File: config.mk
export PLATFORM = sky130hd
export DESIGN_NAME = masked_alu_arbiter_flat
export DESIGN_NICKNAME = d
export VERILOG_FILES = /design/src/rtl/masked_alu_pkg.sv /design/src/rtl/masked_alu_arbiter_if.sv /design/src/rtl/masked_alu_rr_arb.sv /design/src/rtl/masked_alu_arbiter.sv /design/src/flat_wrapper.sv
export SDC_FILE = /design/constraint.sdc
export NUM_CORES = 1
export LEC_CHECK = 0
export ABC_CLOCK_PERIOD_IN_PS = 5600
export BUFFER_PORTS_ARGS = -buffer_cell sky130_fd_sc_hd__buf_4
export CAP_MARGIN = 0
export CORE_AREA = 8 8 226 228
export CTS_CLUSTER_SIZE = 8
export DETAILED_ROUTE_END_ITERATION = 8
export DIE_AREA = 0 0 234 236
export GPL_TIMING_DRIVEN = 0
export PLACE_DENSITY_LB_ADDON = 0.05
export SLEW_MARGIN = 0
export SYNTH_ARGS = -nofsm -noshare
export SYNTH_HDL_FRONTEND = slang
export SYNTH_HIERARCHICAL = 1
export SYNTH_SLANG_ARGS = --single-unit
export TNS_END_PERCENT = 50
File: constraint.sdc
create_clock -name g_clk -period 5.6 [get_ports g_clk]
set_input_delay 0.56 -clock g_clk [delete_from_list [all_inputs] [get_ports g_clk]]
set_output_delay 0.56 -clock g_clk [all_outputs]
set_load 0.01 [all_outputs]
File: src/rtl/masked_alu_pkg.sv
// Shared op-codes and FSM states for the masked ALU front-end arbiter.
package masked_alu_pkg;

    typedef enum logic [1:0] {
        OpAdd     = 2'b00,
        OpSub     = 2'b01,
        OpB2a     = 2'b10,
        OpIllegal = 2'b11
    } op_e;

    typedef enum logic [1:0] {
        StIdle,
        StIssue,
        StResp
    } state_e;

endpackage

File: src/rtl/masked_alu_arbiter_if.sv
// Request/response bus for two requesters plus the link to the shared masked ALU.
// The master modport is the arbiter's view; slave is the requesters' and ALU's view.
interface masked_alu_arbiter_if #(
    parameter int unsigned BIT_WIDTH = 32
);
    logic                 req0_valid, req1_valid;
    logic [1:0]           req0_op, req1_op;
    logic [BIT_WIDTH-1:0] req0_rs1_s0, req0_rs1_s1, req0_rs2_s0, req0_rs2_s1;
    logic [BIT_WIDTH-1:0] req1_rs1_s0, req1_rs1_s1, req1_rs2_s0, req1_rs2_s1;
    logic                 req0_ack, req1_ack, req0_done, req1_done;
    logic [BIT_WIDTH-1:0] req0_rd_s0, req0_rd_s1, req1_rd_s0, req1_rd_s1;

    logic                 alu_valid, alu_op_add, alu_op_sub, alu_op_b2a, alu_flush;
    logic [BIT_WIDTH-1:0] alu_rs1_s0, alu_rs1_s1, alu_rs2_s0, alu_rs2_s1;
    logic                 alu_ready;
    logic [BIT_WIDTH-1:0] alu_rd_s0, alu_rd_s1;

    modport master (
        input  req0_valid, req0_op, req0_rs1_s0, req0_rs1_s1, req0_rs2_s0, req0_rs2_s1,
        input  req1_valid, req1_op, req1_rs1_s0, req1_rs1_s1, req1_rs2_s0, req1_rs2_s1,
        output req0_ack, req1_ack, req0_done, req1_done,
        output req0_rd_s0, req0_rd_s1, req1_rd_s0, req1_rd_s1,
        output alu_valid, alu_op_add, alu_op_sub, alu_op_b2a, alu_flush,
        output alu_rs1_s0, alu_rs1_s1, alu_rs2_s0, alu_rs2_s1,
        input  alu_ready, alu_rd_s0, alu_rd_s1
    );

    modport slave (
        output req0_valid, req0_op, req0_rs1_s0, req0_rs1_s1, req0_rs2_s0, req0_rs2_s1,
        output req1_valid, req1_op, req1_rs1_s0, req1_rs1_s1, req1_rs2_s0, req1_rs2_s1,
        input  req0_ack, req1_ack, req0_done, req1_done,
        input  req0_rd_s0, req0_rd_s1, req1_rd_s0, req1_rd_s1,
        input  alu_valid, alu_op_add, alu_op_sub, alu_op_b2a, alu_flush,
        input  alu_rs1_s0, alu_rs1_s1, alu_rs2_s0, alu_rs2_s1,
        output alu_ready, alu_rd_s0, alu_rd_s1
    );
endinterface

File: src/rtl/masked_alu_rr_arb.sv
// Two-way round-robin grant; the last-grant pointer only moves on an accepted grant.
module masked_alu_rr_arb (
    input  logic       clk,
    input  logic       reset,
    input  logic [1:0] req,
    input  logic       advance,
    output logic       gnt_valid,
    output logic       gnt_id
);
    logic last_q;

    // Contention goes to the requester not granted last; a lone requester always wins.
    always_comb begin
        gnt_valid = |req;
        gnt_id    = req[1];
        if (req == 2'b11) begin
            gnt_id = ~last_q;
        end
    end

    // Last-grant pointer; reset to 1 so requester 0 wins the first contention.
    always_ff @(posedge clk) begin
        if (reset) begin
            last_q <= 1'b1;
        end else if (advance) begin
            last_q <= gnt_id;
        end
    end
endmodule

File: src/rtl/masked_alu_arbiter.sv
// Arbitrates two requesters onto one shared masked ALU. Shares pass through untouched.
module masked_alu_arbiter #(
    parameter int unsigned BIT_WIDTH = 32,
    parameter int unsigned TIMEOUT   = 64
) (
    input  logic g_clk,
    input  logic g_reset,
    input  logic flush,
    output logic err_timeout,
    masked_alu_arbiter_if.master bus
);
    import masked_alu_pkg::*;

    localparam int unsigned CNT_W = $clog2(TIMEOUT + 1);

    state_e               state_q, state_d;
    op_e                  op_q, win_op;
    logic                 gid_q, gnt_id, gnt_valid, accept, timeout_hit, issue;
    logic [CNT_W-1:0]     cnt_q;
    logic                 err_q, alu_flush_q;
    logic [BIT_WIDTH-1:0] rs1_s0_q, rs1_s1_q, rs2_s0_q, rs2_s1_q;
    logic [BIT_WIDTH-1:0] win_rs1_s0, win_rs1_s1, win_rs2_s0, win_rs2_s1;
    logic [BIT_WIDTH-1:0] rd_s0_q [2];
    logic [BIT_WIDTH-1:0] rd_s1_q [2];

    masked_alu_rr_arb u_arb (
        .clk       (g_clk),
        .reset     (g_reset),
        .req       ({bus.req1_valid, bus.req0_valid}),
        .advance   (accept),
        .gnt_valid (gnt_valid),
        .gnt_id    (gnt_id)
    );

    assign issue       = (state_q == StIssue);
    assign accept      = !g_reset && !flush && (state_q == StIdle) && gnt_valid;
    // Fires in the TIMEOUT-th ISSUE cycle; a late alu_ready in that cycle still wins.
    assign timeout_hit = issue && !flush && !bus.alu_ready && (cnt_q == CNT_W'(TIMEOUT - 1));

    // Select the winning requester's op and operand shares.
    always_comb begin
        win_op     = op_e'(bus.req0_op);
        win_rs1_s0 = bus.req0_rs1_s0;
        win_rs1_s1 = bus.req0_rs1_s1;
        win_rs2_s0 = bus.req0_rs2_s0;
        win_rs2_s1 = bus.req0_rs2_s1;
        if (gnt_id) begin
            win_op     = op_e'(bus.req1_op);
            win_rs1_s0 = bus.req1_rs1_s0;
            win_rs1_s1 = bus.req1_rs1_s1;
            win_rs2_s0 = bus.req1_rs2_s0;
            win_rs2_s1 = bus.req1_rs2_s1;
        end
    end

    // Next-state logic; flush overrides every other transition.
    always_comb begin
        state_d = state_q;
        unique case (state_q)
            StIdle:  if (accept) state_d = (win_op == OpIllegal) ? StResp : StIssue;
            StIssue: begin
                if (bus.alu_ready)    state_d = StResp;
                else if (timeout_hit) state_d = StIdle;
            end
            StResp:  state_d = StIdle;
            default: state_d = StIdle;
        endcase
        if (flush) state_d = StIdle;
    end

    // State register.
    always_ff @(posedge g_clk) begin
        if (g_reset) state_q <= StIdle;
        else         state_q <= state_d;
    end

    // Operand capture, result capture, watchdog and sticky error.
    always_ff @(posedge g_clk) begin
        if (g_reset) begin
            gid_q       <= 1'b0;
            op_q        <= OpAdd;
            rs1_s0_q    <= '0;
            rs1_s1_q    <= '0;
            rs2_s0_q    <= '0;
            rs2_s1_q    <= '0;
            rd_s0_q[0]  <= '0;
            rd_s1_q[0]  <= '0;
            rd_s0_q[1]  <= '0;
            rd_s1_q[1]  <= '0;
            cnt_q       <= '0;
            err_q       <= 1'b0;
            alu_flush_q <= 1'b0;
        end else begin
            alu_flush_q <= flush || timeout_hit;
            if (timeout_hit) err_q <= 1'b1;
            if (accept) begin
                gid_q    <= gnt_id;
                op_q     <= win_op;
                rs1_s0_q <= win_rs1_s0;
                rs1_s1_q <= win_rs1_s1;
                rs2_s0_q <= win_rs2_s0;
                rs2_s1_q <= win_rs2_s1;
                cnt_q    <= '0;
                // Illegal ops bypass the ALU and return zero shares.
                if (win_op == OpIllegal) begin
                    rd_s0_q[gnt_id] <= '0;
                    rd_s1_q[gnt_id] <= '0;
                end
            end
            if (issue && !flush) begin
                if (bus.alu_ready) begin
                    rd_s0_q[gid_q] <= bus.alu_rd_s0;
                    rd_s1_q[gid_q] <= bus.alu_rd_s1;
                end else begin
                    cnt_q <= cnt_q + CNT_W'(1);
                end
            end
        end
    end

    assign bus.req0_ack   = accept && !gnt_id;
    assign bus.req1_ack   = accept && gnt_id;
    assign bus.req0_done  = (state_q == StResp) && !flush && !gid_q;
    assign bus.req1_done  = (state_q == StResp) && !flush && gid_q;
    assign bus.req0_rd_s0 = rd_s0_q[0];
    assign bus.req0_rd_s1 = rd_s1_q[0];
    assign bus.req1_rd_s0 = rd_s0_q[1];
    assign bus.req1_rd_s1 = rd_s1_q[1];

    assign bus.alu_valid  = issue;
    assign bus.alu_op_add = issue && (op_q == OpAdd);
    assign bus.alu_op_sub = issue && (op_q == OpSub);
    assign bus.alu_op_b2a = issue && (op_q == OpB2a);
    assign bus.alu_flush  = alu_flush_q;
    assign bus.alu_rs1_s0 = rs1_s0_q;
    assign bus.alu_rs1_s1 = rs1_s1_q;
    assign bus.alu_rs2_s0 = rs2_s0_q;
    assign bus.alu_rs2_s1 = rs2_s1_q;
    assign err_timeout    = err_q;
endmodule

File: src/flat_wrapper.sv
// flat-port wrapper written by rule: the top's interface ports become plain ports
module masked_alu_arbiter_flat import masked_alu_pkg::*;
#(
    parameter int unsigned BIT_WIDTH = 32,
    parameter int unsigned TIMEOUT   = 64
)
  (g_clk, g_reset, flush, err_timeout, bus_req0_valid, bus_req0_op, bus_req0_rs1_s0, bus_req0_rs1_s1, bus_req0_rs2_s0, bus_req0_rs2_s1, bus_req1_valid, bus_req1_op, bus_req1_rs1_s0, bus_req1_rs1_s1, bus_req1_rs2_s0, bus_req1_rs2_s1, bus_req0_ack, bus_req1_ack, bus_req0_done, bus_req1_done, bus_req0_rd_s0, bus_req0_rd_s1, bus_req1_rd_s0, bus_req1_rd_s1, bus_alu_valid, bus_alu_op_add, bus_alu_op_sub, bus_alu_op_b2a, bus_alu_flush, bus_alu_rs1_s0, bus_alu_rs1_s1, bus_alu_rs2_s0, bus_alu_rs2_s1, bus_alu_ready, bus_alu_rd_s0, bus_alu_rd_s1);
  masked_alu_arbiter_if #(.BIT_WIDTH(BIT_WIDTH)) bus_i ();
  input  logic g_clk;
  input  logic g_reset;
  input  logic flush;
  output logic err_timeout;
  input wire logic [$bits(bus_i.req0_valid)-1:0] bus_req0_valid;
  input wire logic [$bits(bus_i.req0_op)-1:0] bus_req0_op;
  input wire logic [$bits(bus_i.req0_rs1_s0)-1:0] bus_req0_rs1_s0;
  input wire logic [$bits(bus_i.req0_rs1_s1)-1:0] bus_req0_rs1_s1;
  input wire logic [$bits(bus_i.req0_rs2_s0)-1:0] bus_req0_rs2_s0;
  input wire logic [$bits(bus_i.req0_rs2_s1)-1:0] bus_req0_rs2_s1;
  input wire logic [$bits(bus_i.req1_valid)-1:0] bus_req1_valid;
  input wire logic [$bits(bus_i.req1_op)-1:0] bus_req1_op;
  input wire logic [$bits(bus_i.req1_rs1_s0)-1:0] bus_req1_rs1_s0;
  input wire logic [$bits(bus_i.req1_rs1_s1)-1:0] bus_req1_rs1_s1;
  input wire logic [$bits(bus_i.req1_rs2_s0)-1:0] bus_req1_rs2_s0;
  input wire logic [$bits(bus_i.req1_rs2_s1)-1:0] bus_req1_rs2_s1;
  output wire logic [$bits(bus_i.req0_ack)-1:0] bus_req0_ack;
  output wire logic [$bits(bus_i.req1_ack)-1:0] bus_req1_ack;
  output wire logic [$bits(bus_i.req0_done)-1:0] bus_req0_done;
  output wire logic [$bits(bus_i.req1_done)-1:0] bus_req1_done;
  output wire logic [$bits(bus_i.req0_rd_s0)-1:0] bus_req0_rd_s0;
  output wire logic [$bits(bus_i.req0_rd_s1)-1:0] bus_req0_rd_s1;
  output wire logic [$bits(bus_i.req1_rd_s0)-1:0] bus_req1_rd_s0;
  output wire logic [$bits(bus_i.req1_rd_s1)-1:0] bus_req1_rd_s1;
  output wire logic [$bits(bus_i.alu_valid)-1:0] bus_alu_valid;
  output wire logic [$bits(bus_i.alu_op_add)-1:0] bus_alu_op_add;
  output wire logic [$bits(bus_i.alu_op_sub)-1:0] bus_alu_op_sub;
  output wire logic [$bits(bus_i.alu_op_b2a)-1:0] bus_alu_op_b2a;
  output wire logic [$bits(bus_i.alu_flush)-1:0] bus_alu_flush;
  output wire logic [$bits(bus_i.alu_rs1_s0)-1:0] bus_alu_rs1_s0;
  output wire logic [$bits(bus_i.alu_rs1_s1)-1:0] bus_alu_rs1_s1;
  output wire logic [$bits(bus_i.alu_rs2_s0)-1:0] bus_alu_rs2_s0;
  output wire logic [$bits(bus_i.alu_rs2_s1)-1:0] bus_alu_rs2_s1;
  input wire logic [$bits(bus_i.alu_ready)-1:0] bus_alu_ready;
  input wire logic [$bits(bus_i.alu_rd_s0)-1:0] bus_alu_rd_s0;
  input wire logic [$bits(bus_i.alu_rd_s1)-1:0] bus_alu_rd_s1;
  assign bus_i.req0_valid = bus_req0_valid;
  assign bus_i.req0_op = bus_req0_op;
  assign bus_i.req0_rs1_s0 = bus_req0_rs1_s0;
  assign bus_i.req0_rs1_s1 = bus_req0_rs1_s1;
  assign bus_i.req0_rs2_s0 = bus_req0_rs2_s0;
  assign bus_i.req0_rs2_s1 = bus_req0_rs2_s1;
  assign bus_i.req1_valid = bus_req1_valid;
  assign bus_i.req1_op = bus_req1_op;
  assign bus_i.req1_rs1_s0 = bus_req1_rs1_s0;
  assign bus_i.req1_rs1_s1 = bus_req1_rs1_s1;
  assign bus_i.req1_rs2_s0 = bus_req1_rs2_s0;
  assign bus_i.req1_rs2_s1 = bus_req1_rs2_s1;
  assign bus_req0_ack = bus_i.req0_ack;
  assign bus_req1_ack = bus_i.req1_ack;
  assign bus_req0_done = bus_i.req0_done;
  assign bus_req1_done = bus_i.req1_done;
  assign bus_req0_rd_s0 = bus_i.req0_rd_s0;
  assign bus_req0_rd_s1 = bus_i.req0_rd_s1;
  assign bus_req1_rd_s0 = bus_i.req1_rd_s0;
  assign bus_req1_rd_s1 = bus_i.req1_rd_s1;
  assign bus_alu_valid = bus_i.alu_valid;
  assign bus_alu_op_add = bus_i.alu_op_add;
  assign bus_alu_op_sub = bus_i.alu_op_sub;
  assign bus_alu_op_b2a = bus_i.alu_op_b2a;
  assign bus_alu_flush = bus_i.alu_flush;
  assign bus_alu_rs1_s0 = bus_i.alu_rs1_s0;
  assign bus_alu_rs1_s1 = bus_i.alu_rs1_s1;
  assign bus_alu_rs2_s0 = bus_i.alu_rs2_s0;
  assign bus_alu_rs2_s1 = bus_i.alu_rs2_s1;
  assign bus_i.alu_ready = bus_alu_ready;
  assign bus_i.alu_rd_s0 = bus_alu_rd_s0;
  assign bus_i.alu_rd_s1 = bus_alu_rd_s1;
  masked_alu_arbiter #(.BIT_WIDTH(BIT_WIDTH), .TIMEOUT(TIMEOUT)) u_core (.g_clk(g_clk), .g_reset(g_reset), .flush(flush), .err_timeout(err_timeout), .bus(bus_i));
endmodule
==> flow_metrics.tcl <==
set metrics [dict create \
    synth_common_cells "143 x sky130_fd_sc_hd__dfxtp_1, 134 x sky130_fd_sc_hd__a21oi_1, 132 x sky130_fd_sc_hd__mux2i_1" \
    result_of_the_run "complete, no violations" \
    cts_inserted_buffers 40 \
    globalRoute.busiestLayer "met2" \
    hold_depth 2 \
    worst_r2r_startpoint "u_core/state_q[0]$_SDFFE_PP0P_" \
    post_synthesis_instance_area_mm2 0.0113 \
    globalRoute.totalOverflow 0 \
    area_growth_syn_to_layout_pct 57.2 \
    antenna_found_initial 1 \
    route.detailed.wl_per_inst_um 23.9 \
    minimum_setup_slack_among_reg_to_reg_paths_ns 2.53 \
    drc_errors 0 \
    timing.critical_path.fanout_max 10 \
    synth_sequential_area_ratio_pct 59.6 \
    clock_tree_from_tritoncts "yes" \
    viasPerCell 4.44 \
    critPathArrivalTime_ns 2.56 \
    portBuffers 595 \
    netlist.top_cell.by_area "sky130_fd_sc_hd__edfxtp_1" \
    setup.worst_path.end_class "primary output" \
    drt_iter0_markers 379 \
    start_util_pct 23.8 \
    detailedPlacementHpwl_um 42300 \
    drt-pass1-iter-count 5 \
    synthFlopType "sky130_fd_sc_hd__dfxtp_1" \
    first_global_vias 10900 \
    avgSynthCellArea_um2 11.9 \
    final-max-slew-violation-count 0 \
    cp-start-kind "flip-flop" \
    gp_congestion 0.761 \
    achievable-frequency_mhz 321 \
    cts_hold_buf 0 \
    rows 80 \
    ctsHtreeMaxLevel 2 \
    timing.hold.worst.class "input pin to flip-flop" \
    max_slew.worst_pin.slew_ns 0.986 \
    via_count_of_the_routed_design 9866 \
    cap_violations 0 \
    cells_after_synth 948 \
    synth.top_cells.by_area "sky130_fd_sc_hd__edfxtp_1 34%, sky130_fd_sc_hd__dfxtp_1 25%, sky130_fd_sc_hd__mux2i_1 12%" \
    timing.critical_path.slowest_cell_delay_ns 0.76 \
    path_cells "a21boi_1 > buf_2 > buf_1 > nand3_1 > inv_1 > buf_4" \
    worst_slew_margin_rel_pct 33.4 \
    kind_of_critical_path "flip-flop to primary output" \
    postSynth.asyncResetShare_pct 0 \
    synth_enable_flop_cells 128 \
    grt_first_pass_wirelength_um 75000 \
    critical-path-slowest-cell "sky130_fd_sc_hd__buf_1" \
    mappedNetlistNets 1279 \
    fin_skew_ns 0.0199 \
    postCtsResizedCells 0 \
    io-pin-count 596 \
    ir_worst_vdd_uv 189 \
    r2r_end "u_core/rd_s1_q[1][2]$_SDFFCE_PN0P_" \
    design.final.nets 1918 \
    fraction_of_post_synthesis_cell_area_in_the_top_cell_type_by_area_pct 34.1 \
    synth_seq_cells 271 \
    clkTransAtPathRegs_ns 0.05 \
    worst-r2r-cell-count 6 \
    fp.coreArea_mm2 0.0473 \
    warnings_synthesis 6 \
    rsz0062_at_grt "no" \
    post_cts.repair.setup_buffers 0 \
    met2_usage_pct 32.0 \
    drt.antenna.violating_nets 0 \
    finalInstanceArea_mm2 0.0177 \
    fraction_of_final_layout_cells_with_drive_strength_greater_than_1_pct 41.6 \
    postRouteWirelength_um 53200 \
    fin_crit_sh_pct 55.6 \
    final_hold_viol_count 0 \
    hold_path_startpoint "g_reset" \
    cts.path.max_buffers 3 \
    setup-tns-final_ns 0 \
    crit_buf_inv 4 \
    total_placed_instance_area_mm2 0.0166 \
    power_leakage_nw 7.50 \
    chipHeight_um 236 \
    power_per_cell_area_mw_per_mm2 300 \
    globalRouteMet3Util_pct 8.04 \
    yosys.cell_types.count 42 \
    grt_max_degree 56 \
    cell_class_contributing_the_biggest_share_of_worst_path_delay "buffers and inverters" \
    setup_violations 0 \
    timing.critical_path.required_ns 5.04 \
    hold-worst-slack_ns 0.259 \
    grt_use_total_pct 18.5 \
    clock_sink_count 271 \
    groute.layer.met1.usage_pct 20.4 \
    synth_most_common_cell "sky130_fd_sc_hd__dfxtp_1" \
    holdPathEnd "u_core/u_arb/last_q$_SDFFE_PP1P_" \
    clk_root_buffer_cell "sky130_fd_sc_hd__clkbuf_16" \
    clk-insertion-delay-late_ns 0.55 \
    die-width_um 234 \
    post-route-min-period_ns 3.12 \
    die-area_mm2 0.0552 \
]
[kinds of logic after synthesis]
| logic type | after synthesis | synth area share (%) |
|---|---|---|
| AOI/OAI and AO/OA | 280 | 15.7 |
| DFF | 271 | 59.6 |
| and+or+nand+nor | 166 | 9.25 |
| muxes | 132 | 11.7 |
| buffers and inverters | 96 | 3.46 |
| xor gates and xnor gates | 2 | 0.156 |
| adders and majority gates | 1 | 0.111 |
[layer usage]
| metal | wire, µm | part of all wire (%) |
|---|---|---|
| met1 | 20100 | 38 |
| met2 | 26400 | 50 |
| met3 | 5470 | 10 |
| met5 | 0 | 0 |
| met4 | 1190 | 2.2 |
[power by group]
part | switching, W | leakage (nW) | internal (W) | total, W
combinational | 0.000425 | 4.47 | 0.000410 | 0.000835
sequential | 0.0000530 | 2.50 | 0.00219 | 0.00224
clock | 0.000890 | 0.542 | 0.00135 | 0.00224
[final cells by class]
cell class              instances  area [µm²]
diodes                          1        2.50
repair buffers                597        4520
clock buffers                  59        1100
flip-flops and latches        271        6710
multi-input cells             581        4180
inverters                       6        22.5
fillers                      4836       29700
plain buffers                  90         367
clock inverters                 3        25.0
well taps                     615         769
[registers in the layout, summed over array words and instances, names as in the netlist]
| register | count |
|---|---|
| u_core/state_q | 2 |
| u_core/err_timeout | 1 |
| u_core/bus.alu_rs2_s1 | 32 |
| u_core/cnt_q | 7 |
| u_core/gid_q | 1 |
| u_core/bus.alu_rs1_s1 | 32 |
| u_core/op_q | 2 |
| u_core/bus.alu_flush | 1 |
| u_core/rd_s0_q | 64 |
| u_core/bus.alu_rs1_s0 | 32 |
| u_core/bus.alu_rs2_s0 | 32 |
| u_core/rd_s1_q | 64 |
| u_core/u_arb/last_q | 1 |
[worst max path at each step]
stage                     cells past startpoint                                  end                              from  slack [ns]
after detailed placement                      7  u_core/rd_s1_q[1][11]$_SDFFCE_PN0P_                           g_reset        2.15
after floorplan                               5   u_core/rd_s0_q[0][0]$_SDFFCE_PN0P_                           g_reset        2.16
after CTS                                     6                         bus_req1_ack  u_core/u_arb/last_q$_SDFFE_PP1P_        2.36
final                                         6                         bus_req1_ack  u_core/u_arb/last_q$_SDFFE_PP1P_        2.48
after global routing                          6                         bus_req1_ack  u_core/u_arb/last_q$_SDFFE_PP1P_        2.23
after global placement                        6   u_core/rd_s1_q[1][8]$_SDFFCE_PN0P_                           g_reset        0.40
[metrics by stage]
step / setup slack (ns) / power, W / util (%) / std cells
after floorplan: 2.16 / 0.00260 / - / 948
after global placement: 0.399 / 0.00313 / 34.8 / 2158
after detailed placement: 2.15 / 0.00313 / 35.0 / 2160
after CTS: 2.36 / 0.00542 / 37.4 / 2222
after global routing: 2.23 / 0.00555 / 37.4 / 2223
final: 2.48 / 0.00531 / 37.4 / 2223
[cell usage in the layout (no fill, tap or decap), types with 23 or more instances in the layout]
cell type,count
sky130_fd_sc_hd__buf_4,595
sky130_fd_sc_hd__dfxtp_1,143
sky130_fd_sc_hd__a21oi_1,134
sky130_fd_sc_hd__mux2i_1,132
sky130_fd_sc_hd__a211oi_1,128
sky130_fd_sc_hd__and2_1,128
sky130_fd_sc_hd__edfxtp_1,128
sky130_fd_sc_hd__clkbuf_1,77
sky130_fd_sc_hd__clkbuf_16,41
sky130_fd_sc_hd__buf_2,23
(Power assumes the default switching activity.)
